**src/rtl/wb_irq_logger_if.sv**
```systemverilog
`default_nettype none
//------------------------------------------------------------------------------
// wb_irq_logger_if : Wishbone classic register port of the interrupt logger.
// Revision 1.0
//------------------------------------------------------------------------------
interface wb_irq_logger_if;
    logic       i_wb_cyc;
    logic       i_wb_stb;
    logic       i_wb_we;
    logic [3:0] i_wb_addr;
    logic [7:0] i_wb_data;
    logic [7:0] o_wb_data;
    logic       o_wb_ack;

    modport master (
        output i_wb_cyc, i_wb_stb, i_wb_we, i_wb_addr, i_wb_data,
        input  o_wb_data, o_wb_ack
    );

    modport slave (
        input  i_wb_cyc, i_wb_stb, i_wb_we, i_wb_addr, i_wb_data,
        output o_wb_data, o_wb_ack
    );
endinterface
`default_nettype wire

```
**src/rtl/wb_irq_logger.sv**
```systemverilog
`default_nettype none
//------------------------------------------------------------------------------
// wb_irq_logger : timestamps edges of an async active-low IRQ into a FIFO,
//                 readable over a Wishbone classic register port.
// Revision 1.0
//------------------------------------------------------------------------------
module wb_irq_logger #(
    parameter int TS_WIDTH   = 23,
    parameter int FIFO_DEPTH = 8
) (
    input  logic           i_clk,
    input  logic           i_rst_n,
    wb_irq_logger_if.slave wb,
    input  logic           i_irq_n,
    output logic           o_irq
);
    localparam int         PW       = $clog2(FIFO_DEPTH);
    localparam logic [3:0] C_DEPTH  = 4'(FIFO_DEPTH);
    localparam logic [7:0] C_ID     = 8'hC5;
    localparam logic [3:0] C_A_CTRL = 4'h0;
    localparam logic [3:0] C_A_STAT = 4'h1;
    localparam logic [3:0] C_A_HD0  = 4'h2;
    localparam logic [3:0] C_A_HD1  = 4'h3;
    localparam logic [3:0] C_A_HD2  = 4'h4;
    localparam logic [3:0] C_A_POP  = 4'h5;
    localparam logic [3:0] C_A_SCR  = 4'h6;
    localparam logic [3:0] C_A_ID   = 4'h7;

    logic                r_s1;
    logic                r_s2;
    logic                r_s3;
    logic [TS_WIDTH-1:0] r_ts;
    logic                r_en;
    logic                r_both;
    logic                r_ovf;
    logic [7:0]          r_scratch;
    logic                r_ack;
    logic [7:0]          r_rdata;
    logic [23:0]         r_mem [FIFO_DEPTH];
    logic [PW-1:0]       r_rd_ptr;
    logic [PW-1:0]       r_wr_ptr;
    logic [3:0]          r_count;

    logic                w_req;
    logic                w_wr;
    logic                w_rd;
    logic                w_ctrl_wr;
    logic                w_clear;
    logic                w_stat_wr;
    logic                w_pop_wr;
    logic                w_scr_wr;
    logic                w_empty;
    logic                w_full;
    logic                w_change;
    logic                w_fall;
    logic                w_event;
    logic                w_pop;
    logic                w_push;
    logic                w_ovf_set;
    logic [22:0]         w_ts_ext;
    logic [23:0]         w_entry;
    logic [23:0]         w_head;
    logic [7:0]          w_rdata;

    // Bus decode: a strobe still high during its own ack cycle is not a new request
    assign w_req     = wb.i_wb_cyc & wb.i_wb_stb & ~r_ack;
    assign w_wr      = w_req & wb.i_wb_we;
    assign w_rd      = w_req & ~wb.i_wb_we;
    assign w_ctrl_wr = w_wr & (wb.i_wb_addr == C_A_CTRL);
    assign w_clear   = w_ctrl_wr & wb.i_wb_data[7];
    assign w_stat_wr = w_wr & (wb.i_wb_addr == C_A_STAT);
    assign w_pop_wr  = w_wr & (wb.i_wb_addr == C_A_POP);
    assign w_scr_wr  = w_wr & (wb.i_wb_addr == C_A_SCR);

    assign w_empty   = (r_count == 4'd0);
    assign w_full    = (r_count == C_DEPTH);

    assign w_change  = r_s2 ^ r_s3;
    assign w_fall    = r_s3 & ~r_s2;
    assign w_event   = r_en & (w_fall | (r_both & w_change));

    // A pop frees the slot the coincident push needs, so a full FIFO still accepts it
    assign w_pop     = w_pop_wr & ~w_empty;
    assign w_push    = w_event & ~w_clear & (~w_full | w_pop);
    assign w_ovf_set = w_event & ~w_clear & w_full & ~w_pop;

    assign w_ts_ext  = 23'(r_ts);
    assign w_entry   = {r_s2, w_ts_ext};
    assign w_head    = w_empty ? 24'h000000 : r_mem[r_rd_ptr];

    assign o_irq        = r_en & ~w_empty;
    assign wb.o_wb_ack  = r_ack;
    assign wb.o_wb_data = r_rdata;

    always_ff @(posedge i_clk) begin
        if (!i_rst_n) begin
            r_s1 <= 1'b1;
            r_s2 <= 1'b1;
            r_s3 <= 1'b1;
        end else begin
            r_s1 <= i_irq_n;
            r_s2 <= r_s1;
            r_s3 <= r_s2;
        end
    end

    always_ff @(posedge i_clk) begin
        if (!i_rst_n) begin
            r_ts <= '0;
        end else begin
            r_ts <= r_ts + 1'b1;
        end
    end

    always_ff @(posedge i_clk) begin
        if (!i_rst_n) begin
            r_en      <= 1'b0;
            r_both    <= 1'b0;
            r_scratch <= 8'h00;
        end else begin
            if (w_ctrl_wr) begin
                r_en   <= wb.i_wb_data[0];
                r_both <= wb.i_wb_data[1];
            end
            if (w_scr_wr) begin
                r_scratch <= wb.i_wb_data;
            end
        end
    end

    // A dropped event in the same cycle as a write-1-to-clear leaves overflow set
    always_ff @(posedge i_clk) begin
        if (!i_rst_n) begin
            r_ovf <= 1'b0;
        end else if (w_clear) begin
            r_ovf <= 1'b0;
        end else if (w_ovf_set) begin
            r_ovf <= 1'b1;
        end else if (w_stat_wr && wb.i_wb_data[6]) begin
            r_ovf <= 1'b0;
        end
    end

    always_ff @(posedge i_clk) begin
        if (w_push) begin
            r_mem[r_wr_ptr] <= w_entry;
        end
    end

    always_ff @(posedge i_clk) begin
        if (!i_rst_n || w_clear) begin
            r_rd_ptr <= '0;
            r_wr_ptr <= '0;
            r_count  <= 4'd0;
        end else begin
            if (w_push) begin
                r_wr_ptr <= r_wr_ptr + 1'b1;
            end
            if (w_pop) begin
                r_rd_ptr <= r_rd_ptr + 1'b1;
            end
            if (w_push && !w_pop) begin
                r_count <= r_count + 4'd1;
            end else if (w_pop && !w_push) begin
                r_count <= r_count - 4'd1;
            end
        end
    end

    always_comb begin
        w_rdata = 8'h00;
        case (wb.i_wb_addr)
            C_A_CTRL: w_rdata = {6'b000000, r_both, r_en};
            C_A_STAT: w_rdata = {1'b0, r_ovf, w_full, w_empty, r_count};
            C_A_HD0:  w_rdata = w_head[7:0];
            C_A_HD1:  w_rdata = w_head[15:8];
            C_A_HD2:  w_rdata = w_head[23:16];
            C_A_SCR:  w_rdata = r_scratch;
            C_A_ID:   w_rdata = C_ID;
            default:  w_rdata = 8'h00;
        endcase
    end

    // Read data is captured on the request edge and held only for the ack cycle
    always_ff @(posedge i_clk) begin
        if (!i_rst_n) begin
            r_ack   <= 1'b0;
            r_rdata <= 8'h00;
        end else begin
            r_ack   <= w_req;
            r_rdata <= w_rd ? w_rdata : 8'h00;
        end
    end
endmodule
`default_nettype wire

```
**src/flat_wrapper.sv**
```systemverilog
// flat-port wrapper written by rule: the top's interface ports become plain ports
module wb_irq_logger_flat 
#(
    parameter int TS_WIDTH   = 23,
    parameter int FIFO_DEPTH = 8
)
  (i_clk, i_rst_n, i_irq_n, o_irq, wb_i_wb_cyc, wb_i_wb_stb, wb_i_wb_we, wb_i_wb_addr, wb_i_wb_data, wb_o_wb_data, wb_o_wb_ack);
  wb_irq_logger_if wb_i ();
  input  logic i_clk;
  input  logic i_rst_n;
  input  logic i_irq_n;
  output logic o_irq;
  input wire logic [$bits(wb_i.i_wb_cyc)-1:0] wb_i_wb_cyc;
  input wire logic [$bits(wb_i.i_wb_stb)-1:0] wb_i_wb_stb;
  input wire logic [$bits(wb_i.i_wb_we)-1:0] wb_i_wb_we;
  input wire logic [$bits(wb_i.i_wb_addr)-1:0] wb_i_wb_addr;
  input wire logic [$bits(wb_i.i_wb_data)-1:0] wb_i_wb_data;
  output wire logic [$bits(wb_i.o_wb_data)-1:0] wb_o_wb_data;
  output wire logic [$bits(wb_i.o_wb_ack)-1:0] wb_o_wb_ack;
  assign wb_i.i_wb_cyc = wb_i_wb_cyc;
  assign wb_i.i_wb_stb = wb_i_wb_stb;
  assign wb_i.i_wb_we = wb_i_wb_we;
  assign wb_i.i_wb_addr = wb_i_wb_addr;
  assign wb_i.i_wb_data = wb_i_wb_data;
  assign wb_o_wb_data = wb_i.o_wb_data;
  assign wb_o_wb_ack = wb_i.o_wb_ack;
  wb_irq_logger #(.TS_WIDTH(TS_WIDTH), .FIFO_DEPTH(FIFO_DEPTH)) u_core (.i_clk(i_clk), .i_rst_n(i_rst_n), .wb(wb_i), .i_irq_n(i_irq_n), .o_irq(o_irq));
endmodule
```
**config.mk**
```make
export PLATFORM = sky130hd
export DESIGN_NAME = wb_irq_logger_flat
export DESIGN_NICKNAME = d
export VERILOG_FILES = /design/src/rtl/wb_irq_logger_if.sv /design/src/rtl/wb_irq_logger.sv /design/src/flat_wrapper.sv
export SDC_FILE = /design/constraint.sdc
export NUM_CORES = 1
export LEC_CHECK = 0
export BUFFER_PORTS_ARGS = -buffer_cell sky130_fd_sc_hd__buf_4
export CAP_MARGIN = 20
export CORE_ASPECT_RATIO = 0.8
export CORE_MARGIN = 2
export CORE_UTILIZATION = 33
export DETAILED_ROUTE_END_ITERATION = 6
export GPL_TIMING_DRIVEN = 0
export PLACE_DENSITY = 0.57
export SLEW_MARGIN = 15
export SYNTH_ARGS = -nofsm -noshare
export SYNTH_HDL_FRONTEND = slang
export SYNTH_SLANG_ARGS = --single-unit
```
**constraint.sdc**
```tcl
create_clock -name i_clk -period 4.4 [get_ports i_clk]
set_clock_uncertainty 0.1 [all_clocks]
set_input_delay 0.44 -clock i_clk [delete_from_list [all_inputs] [get_ports i_clk]]
set_output_delay 0.44 -clock i_clk [all_outputs]
set_load 0.01 [all_outputs]
```
### After elaboration in Yosys (flattened, before gate mapping)

Memories as Yosys holds them, arrays and structs flattened. A register that Yosys moved wholly into a read port is not among the register bits.
Index checks and enable logic that the tools add are counted.

* register bits after elaboration: 56
* RAM bits: 192
* bits of input ports: 18
* output and inout port bits: 10
* memories: 1

* add/subtract/negate cells: 5
* equal/unequal tests: 8
* multiplexer cells: 10
* bitwise operators: 29
* reduce and logical (&&, ||, !) cells: 13

Memories
* u_core.r_mem: words 8, bits a word 24, rd ports 1, clocked after Yosys merged registers in 1, wr ports 1, line wb_irq_logger.sv:39 `logic [23:0] r_mem [FIFO_DEPTH];`

Operators by type and width (count)
* 8-bit one-hot mux with 7 select lines: 1
* 24-bit two-way mux: 1
* 23-bit by 1-bit adder with 23-bit output (second input constant): 1
* 1-bit bitwise AND: 18
* 4-bit by 3-bit == test with 1-bit output (second input constant): 4
* 4-bit by 2-bit == test with 1-bit output (second input constant): 2
* 4-bit logical NOT: 2
* 4-bit two-way mux: 2
* 1-bit NOT: 8
* 3-bit by 1-bit adder with 3-bit output (second input constant): 2
* 3-bit two-way mux: 2
* 4-bit by 1-bit adder with 4-bit output (second input constant): 1
* 4-bit by 1-bit == test with 1-bit output (second input constant): 1
* 4-bit == test (second input constant): 1
* 1-bit two-way mux: 4
* 2-bit nonzero test: 2
* 4-bit by 1-bit subtractor with 4-bit output (second input constant): 1
* 1-bit logical AND: 3
* 1-bit logical NOT: 3
* 1-bit OR: 2
* 2-bit AND reduction: 1
* 2-bit OR reduction: 1
* 1-bit logical OR: 1
* 1-bit bitwise XOR: 1

### Logic depth before layout (Yosys ltp)

* word-level depth: 12
* depth in mapped cells: 13
* depth with buffers taken out: 13

### Least setup slack after synthesis

OpenSTA, ideal clock, no wires.

* path type: input-to-reg
* start: input wb_i_wb_cyc
* end: memory u_core.r_mem[2][0] (enable)
* library setup time: 440 ps
* arrival: 3455 ps
* data required time: 3860 ps
* path slack: 405 ps
* stages on the path: 6
* cells stage by stage: and4b_1 > and3_1 > clkbuf_2 > o2111a_2 > or2b_2 > nor3b_1

* word-level cells in the longest chain between the ends: 10

Ends and longest elaborated chain
* start: declaration: line flat_wrapper.sv:13 `input wire logic [$bits(wb_i.i_wb_cyc)-1:0] wb_i_wb_cyc;`
* 1-bit bitwise AND * (2 in series): line wb_irq_logger.sv:66 `assign w_req = wb.i_wb_cyc & wb.i_wb_stb & ~r_ack;`
* 1-bit bitwise AND *: line wb_irq_logger.sv:67 `assign w_wr = w_req & wb.i_wb_we;`
* 1-bit bitwise AND: line wb_irq_logger.sv:69 `assign w_ctrl_wr = w_wr & (wb.i_wb_addr == C_A_CTRL);`
* 1-bit bitwise AND: line wb_irq_logger.sv:70 `assign w_clear = w_ctrl_wr & wb.i_wb_data[7];`
* 1-bit NOT: line wb_irq_logger.sv:84 `assign w_push = w_event & ~w_clear & (~w_full | w_pop);`
* 1-bit bitwise AND: line wb_irq_logger.sv:84
* 1-bit bitwise AND *: line wb_irq_logger.sv:84
* net u_core.w_push: line wb_irq_logger.sv:58 `logic w_push;`
* 1-bit two-way mux *: line wb_irq_logger.sv:145 `if (w_push) begin`
* 1-bit two-way mux (implied by the code) *: line wb_irq_logger.sv:146 `r_mem[r_wr_ptr] <= w_entry;`
* end: declaration: line wb_irq_logger.sv:39

The timed path passes the listed nets; every way through them passes the cells marked *.

### Worst setup path in the final report

* start: register u_core.r_s2
* end: memory u_core.r_mem[2][3] (enable)

* word-level cells in the longest chain between the ends: 8

Ends and longest elaborated chain
* start: declaration: line wb_irq_logger.sv:30 `logic r_s2;`
* start signal: assignment: line wb_irq_logger.sv:102 `r_s2 <= r_s1;`
* 1-bit bitwise XOR / 1-bit NOT (equally long branches): line wb_irq_logger.sv:78, wb_irq_logger.sv:79
* 1-bit bitwise AND, on equally long branches: line wb_irq_logger.sv:80, wb_irq_logger.sv:79
* 1-bit OR *: line wb_irq_logger.sv:80 `assign w_event = r_en & (w_fall | (r_both & w_change));`
* 1-bit bitwise AND *: line wb_irq_logger.sv:80
* 1-bit bitwise AND * (2 in series): line wb_irq_logger.sv:84
* net u_core.w_push: line wb_irq_logger.sv:58
* 1-bit two-way mux *: line wb_irq_logger.sv:145
* 1-bit two-way mux (implied by the code) *: line wb_irq_logger.sv:146

Marked as above.

==> results.sh <==
export IMPL_holdPathEnd="u_core.r_scratch[5]$_SDFFE_PN0P_"
export IMPL_die_x_um=196.7
export IMPL_post_route_period_util_pct=76.29
export IMPL_path_cells="inv_1 -> ha_1 -> inv_1 -> a21o_1 -> o2111a_2 -> or2b_2 -> nor3b_2 -> buf_4 -> buf_6"
export IMPL_switching_share_pct=19.19
export IMPL_multi_input_area_um2=2770
export IMPL_dr_total_vias=5646
export IMPL_path_max_fanout=9
export IMPL_port_buffers=27
export IMPL_clk_pin_slew_ns=0.06
export IMPL_synth_area_per_cell_um2=16.68
export IMPL_viasPerCell=5.316
export IMPL_worstSetupPathType="flip-flop to flip-flop"
export IMPL_yosys_most_used_dff="edfxtp_1"
export IMPL_dp_final_hpwl_mm=15.88
export IMPL_final_cell_mix="192 x edfxtp_1, 59 x dfxtp_1, 48 x mux4_2, 44 x buf_4, 42 x nor2_1"
export IMPL_reg2reg_to="u_core.r_mem[2][3]$_DFFE_PP_"
export IMPL_ys_warn_count=0
export IMPL_worst_path_largest_cell_delay_ns=0.74
export IMPL_maxSlewViolCount=0
export IMPL_fin_crit_ns=3.357
export IMPL_grt_pass1_wl_mm=35.25
export IMPL_p_sw_uw=941.1
export IMPL_dpl_instance_area_um2=10770
export IMPL_p_per_area_nw_per_um2=420.0
export IMPL_coreArea_um2=29290
export IMPL_rows=56
export IMPL_clk_latency_ns=0.53
export IMPL_gp_congestion=0.8376
export IMPL_cts_root_buf="clkbuf_16"
export IMPL_cts_resized=0
export IMPL_intPower_mw=3.962
export IMPL_yosys_area_share_adder_pct=1.097
export IMPL_drt_iter0_drc=488
export IMPL_die_area_um2=31120
export IMPL_start_util_pct=33.48
export IMPL_rr_startpoint="u_core.r_s2$_SDFF_PN1_"
export IMPL_peakVddDrop_uv=246.4
export IMPL_fin_nets=692
export IMPL_cts_buffers_inserted=25
export IMPL_rsz0062_at_grt="false"
export IMPL_setup_viol=0
export IMPL_drc=0
export IMPL_status="finished clean"
export IMPL_fin_util_pct=39.86
export IMPL_grt_pass1_vias=5690
export IMPL_wl_mm=23.14
export IMPL_drt_pass1_iter_count=4
export IMPL_slew_headroom_pct=38.58
export IMPL_hold_path_class="input port to flip-flop"
export IMPL_post_cts_buffers=0
export IMPL_synth_area_um2=9806
export IMPL_holdPathStages=3
export IMPL_cp_start_kind="flip-flop"
export IMPL_seq_area_um2=6947
export IMPL_final_area_um2=11670
export IMPL_crit_required_ns=4.54
export IMPL_critPathCaptureType="flip-flop"
export IMPL_die_h_um=158.2
export IMPL_synthesis_nets=614
export IMPL_slowest_stage="nor3b_2"
export IMPL_numClockSinks=251
export IMPL_ctsHtreeMaxLevel=1
export IMPL_syn_inst=588
export IMPL_synth_simple_area_share_pct=7.273
export IMPL_cts_tree="done"
export IMPL_reg2regPathDepth=9
export IMPL_final_common_cell="edfxtp_1"
export IMPL_placedCellCount=1015
export IMPL_maxCapViolCount=0
export IMPL_postCtsHoldBufs=1
export IMPL_holdCritStartpoint="wb_i_wb_data[5]"
export IMPL_nFillCells=2627
export IMPL_arrival_ns=3.50
export IMPL_synth_xor_area_share_pct=1.786
export IMPL_ys_seq_elements=251
export IMPL_cpMostUsedCell="inv_1"
export IMPL_p_clk_share_pct=47.1
export IMPL_grt_usage_pct=15.22
export IMPL_leakage_nw=3.857
export IMPL_report_final_hold_viol_count=0
export IMPL_antenna_left=0
export IMPL_rrSetupSlack_ns=1.04
export IMPL_synth_compound_area_share_pct=5.027
export IMPL_insertedDiodeCount=0
export IMPL_yosysUniqueCellTypes=50
export IMPL_synthMuxAreaShare_pct=12.48
export IMPL_wl_per_cell_um=21.79
export IMPL_power_frac_comb_pct=1.2
export IMPL_synth_edf_count=192
export IMPL_synth_async_sr_flop_share_pct=0
export IMPL_area_delta_synth_final_pct=19.05
export IMPL_yosysSeqAreaShare_pct=70.84
export IMPL_cts_buffer_depth=3
export IMPL_finalNonFillerCells=1062
export IMPL_drive_gt1_share_pct=23.94
export IMPL_grt_max_degree=16
export IMPL_fmax_ghz=0.2979
export IMPL_ios=28
export IMPL_synth_top_family_by_area="multiplexers"
export IMPL_antenna_found_initial=0
export IMPL_tightest_slew_ns=0.9214
export IMPL_gr_total_overflow=0
export IMPL_seqPwrFrac_pct=51.7
-- through the flow --
stage,TNS [ns],power (mW),setup WS (ns),hold slack [ns]
floorplan,0,2.609,0.4048,0.2863
global placement,-254.93,2.640,-2.098,0.2902
detailed placement,0,2.643,0.7771,0.2918
CTS,0,4.938,1.014,0.04793
global route,0,5.042,0.8538,0.06458
finish,0,4.903,1.043,0.06049
-- power groups by stage --
stage,logic (mW),clock network [mW],registers [mW]
final,0.0595,2.31,2.53
after global routing,0.0640,2.44,2.53
after CTS,0.0584,2.35,2.53
after detailed placement,0.0573,0,2.59
after global placement,0.0555,0,2.58
after floorplan,0.0267,0,2.58
-- registers in the layout (all words and copies together) (netlist names), named ones only --
name and cells:
u_core.wb.o_wb_ack 1, u_core.r_rd_ptr 3, u_core.r_wr_ptr 3, u_core.wb.o_wb_data 8, u_core.r_en 1, u_core.r_s2 1, u_core.r_s1 1, u_core.r_scratch 8
u_core.r_count 4, u_core.r_s3 1, u_core.r_mem 192, u_core.r_both 1, u_core.r_ovf 1, u_core.r_ts 23
-- layer usage --
metal  track usage, %  wire, um  vias to the layer above  share of wire, %
li1                 -         -                     2475                 -
met1            21.71     10760                     2903                47
met2            23.84     10220                      225                44
met3            2.940      1615                       43               7.0
met4            4.189       537                        0               2.3
met5                0         0                        -                 0
-- cell usage after synthesis (3+ instances only) --
cell type    n  area, um^2
a21oi_1     18       90.09
a221oi_1     4       35.03
a22oi_1     18       135.1
a31oi_1      5       31.28
and2_1       6       37.54
and3_1       3       18.77
and4_1       3       26.28
buf_2        5       25.02
clkbuf_1    17       63.81
dfxtp_1     59        1181
edfxtp_1   192        5766
ha_1         7       87.58
inv_1       10       37.54
mux2i_1     12       120.1
mux4_2      48        1081
nand2_1     24       90.09
nand2b_1     3       18.77
nand3_1     11       55.05
nand4_1      5       31.28
nor2_1      44       165.2
nor3_1       8       40.04
nor3b_1      3       22.52
nor4_1       7       43.79
o21a_1       5       37.54
o21ai_0     14       70.07
or3_1        8       50.05
xnor2_1     12       105.1
xor2_1       8       70.07
-- how the worst max path moves through the flow --
| stage | end | start | depth (start not counted) |
|---|---|---|---|
| final | u_core.r_mem[2][3]$_DFFE_PP_ | u_core.r_s2$_SDFF_PN1_ | 9 |
| after global routing | u_core.r_mem[2][3]$_DFFE_PP_ | u_core.r_s2$_SDFF_PN1_ | 9 |
| after CTS | u_core.r_mem[2][2]$_DFFE_PP_ | u_core.r_count[0]$_SDFFE_PP0P_ | 8 |
| after detailed placement | u_core.r_mem[2][2]$_DFFE_PP_ | wb_i_wb_addr[3] | 9 |
| after global placement | u_core.r_mem[2][2]$_DFFE_PP_ | wb_i_wb_addr[3] | 7 |
| after floorplan | u_core.r_mem[2][0]$_DFFE_PP_ | wb_i_wb_cyc | 6 |
-- worst max-delay path, delay by kind of cell, from the launching register on --
family | cells | cell delay [ns]
flops | 1 | 0.48
fa+ha+maj | 1 | 0.29
simple gates | 2 | 1.13
buf+inv | 4 | 0.66
compound gates | 2 | 0.41
-- final cells by class --
| class | instances | area share (%) |
|---|---|---|
| Buffer | 25 | 0.9325 |
| Clock buffer | 32 | 5.949 |
| Clock inverter | 14 | 1.747 |
| Inverter | 10 | 0.3215 |
| Multi-Input combinational cell | 302 | 23.73 |
| Sequential cell | 251 | 59.51 |
| Tap cell | 377 | 4.041 |
| Timing Repair Buffer | 51 | 3.773 |
-- cells by family after synthesis --
group                      after synthesis
DFF                                    251
adders and majority gates                8
AOI/OAI and AO/OA                       74
buffers and inverters                   35
xor gates and xnor gates                20
and+or+nand+nor                        138
muxes                                   62
Power figures use the tool's default switching activity.
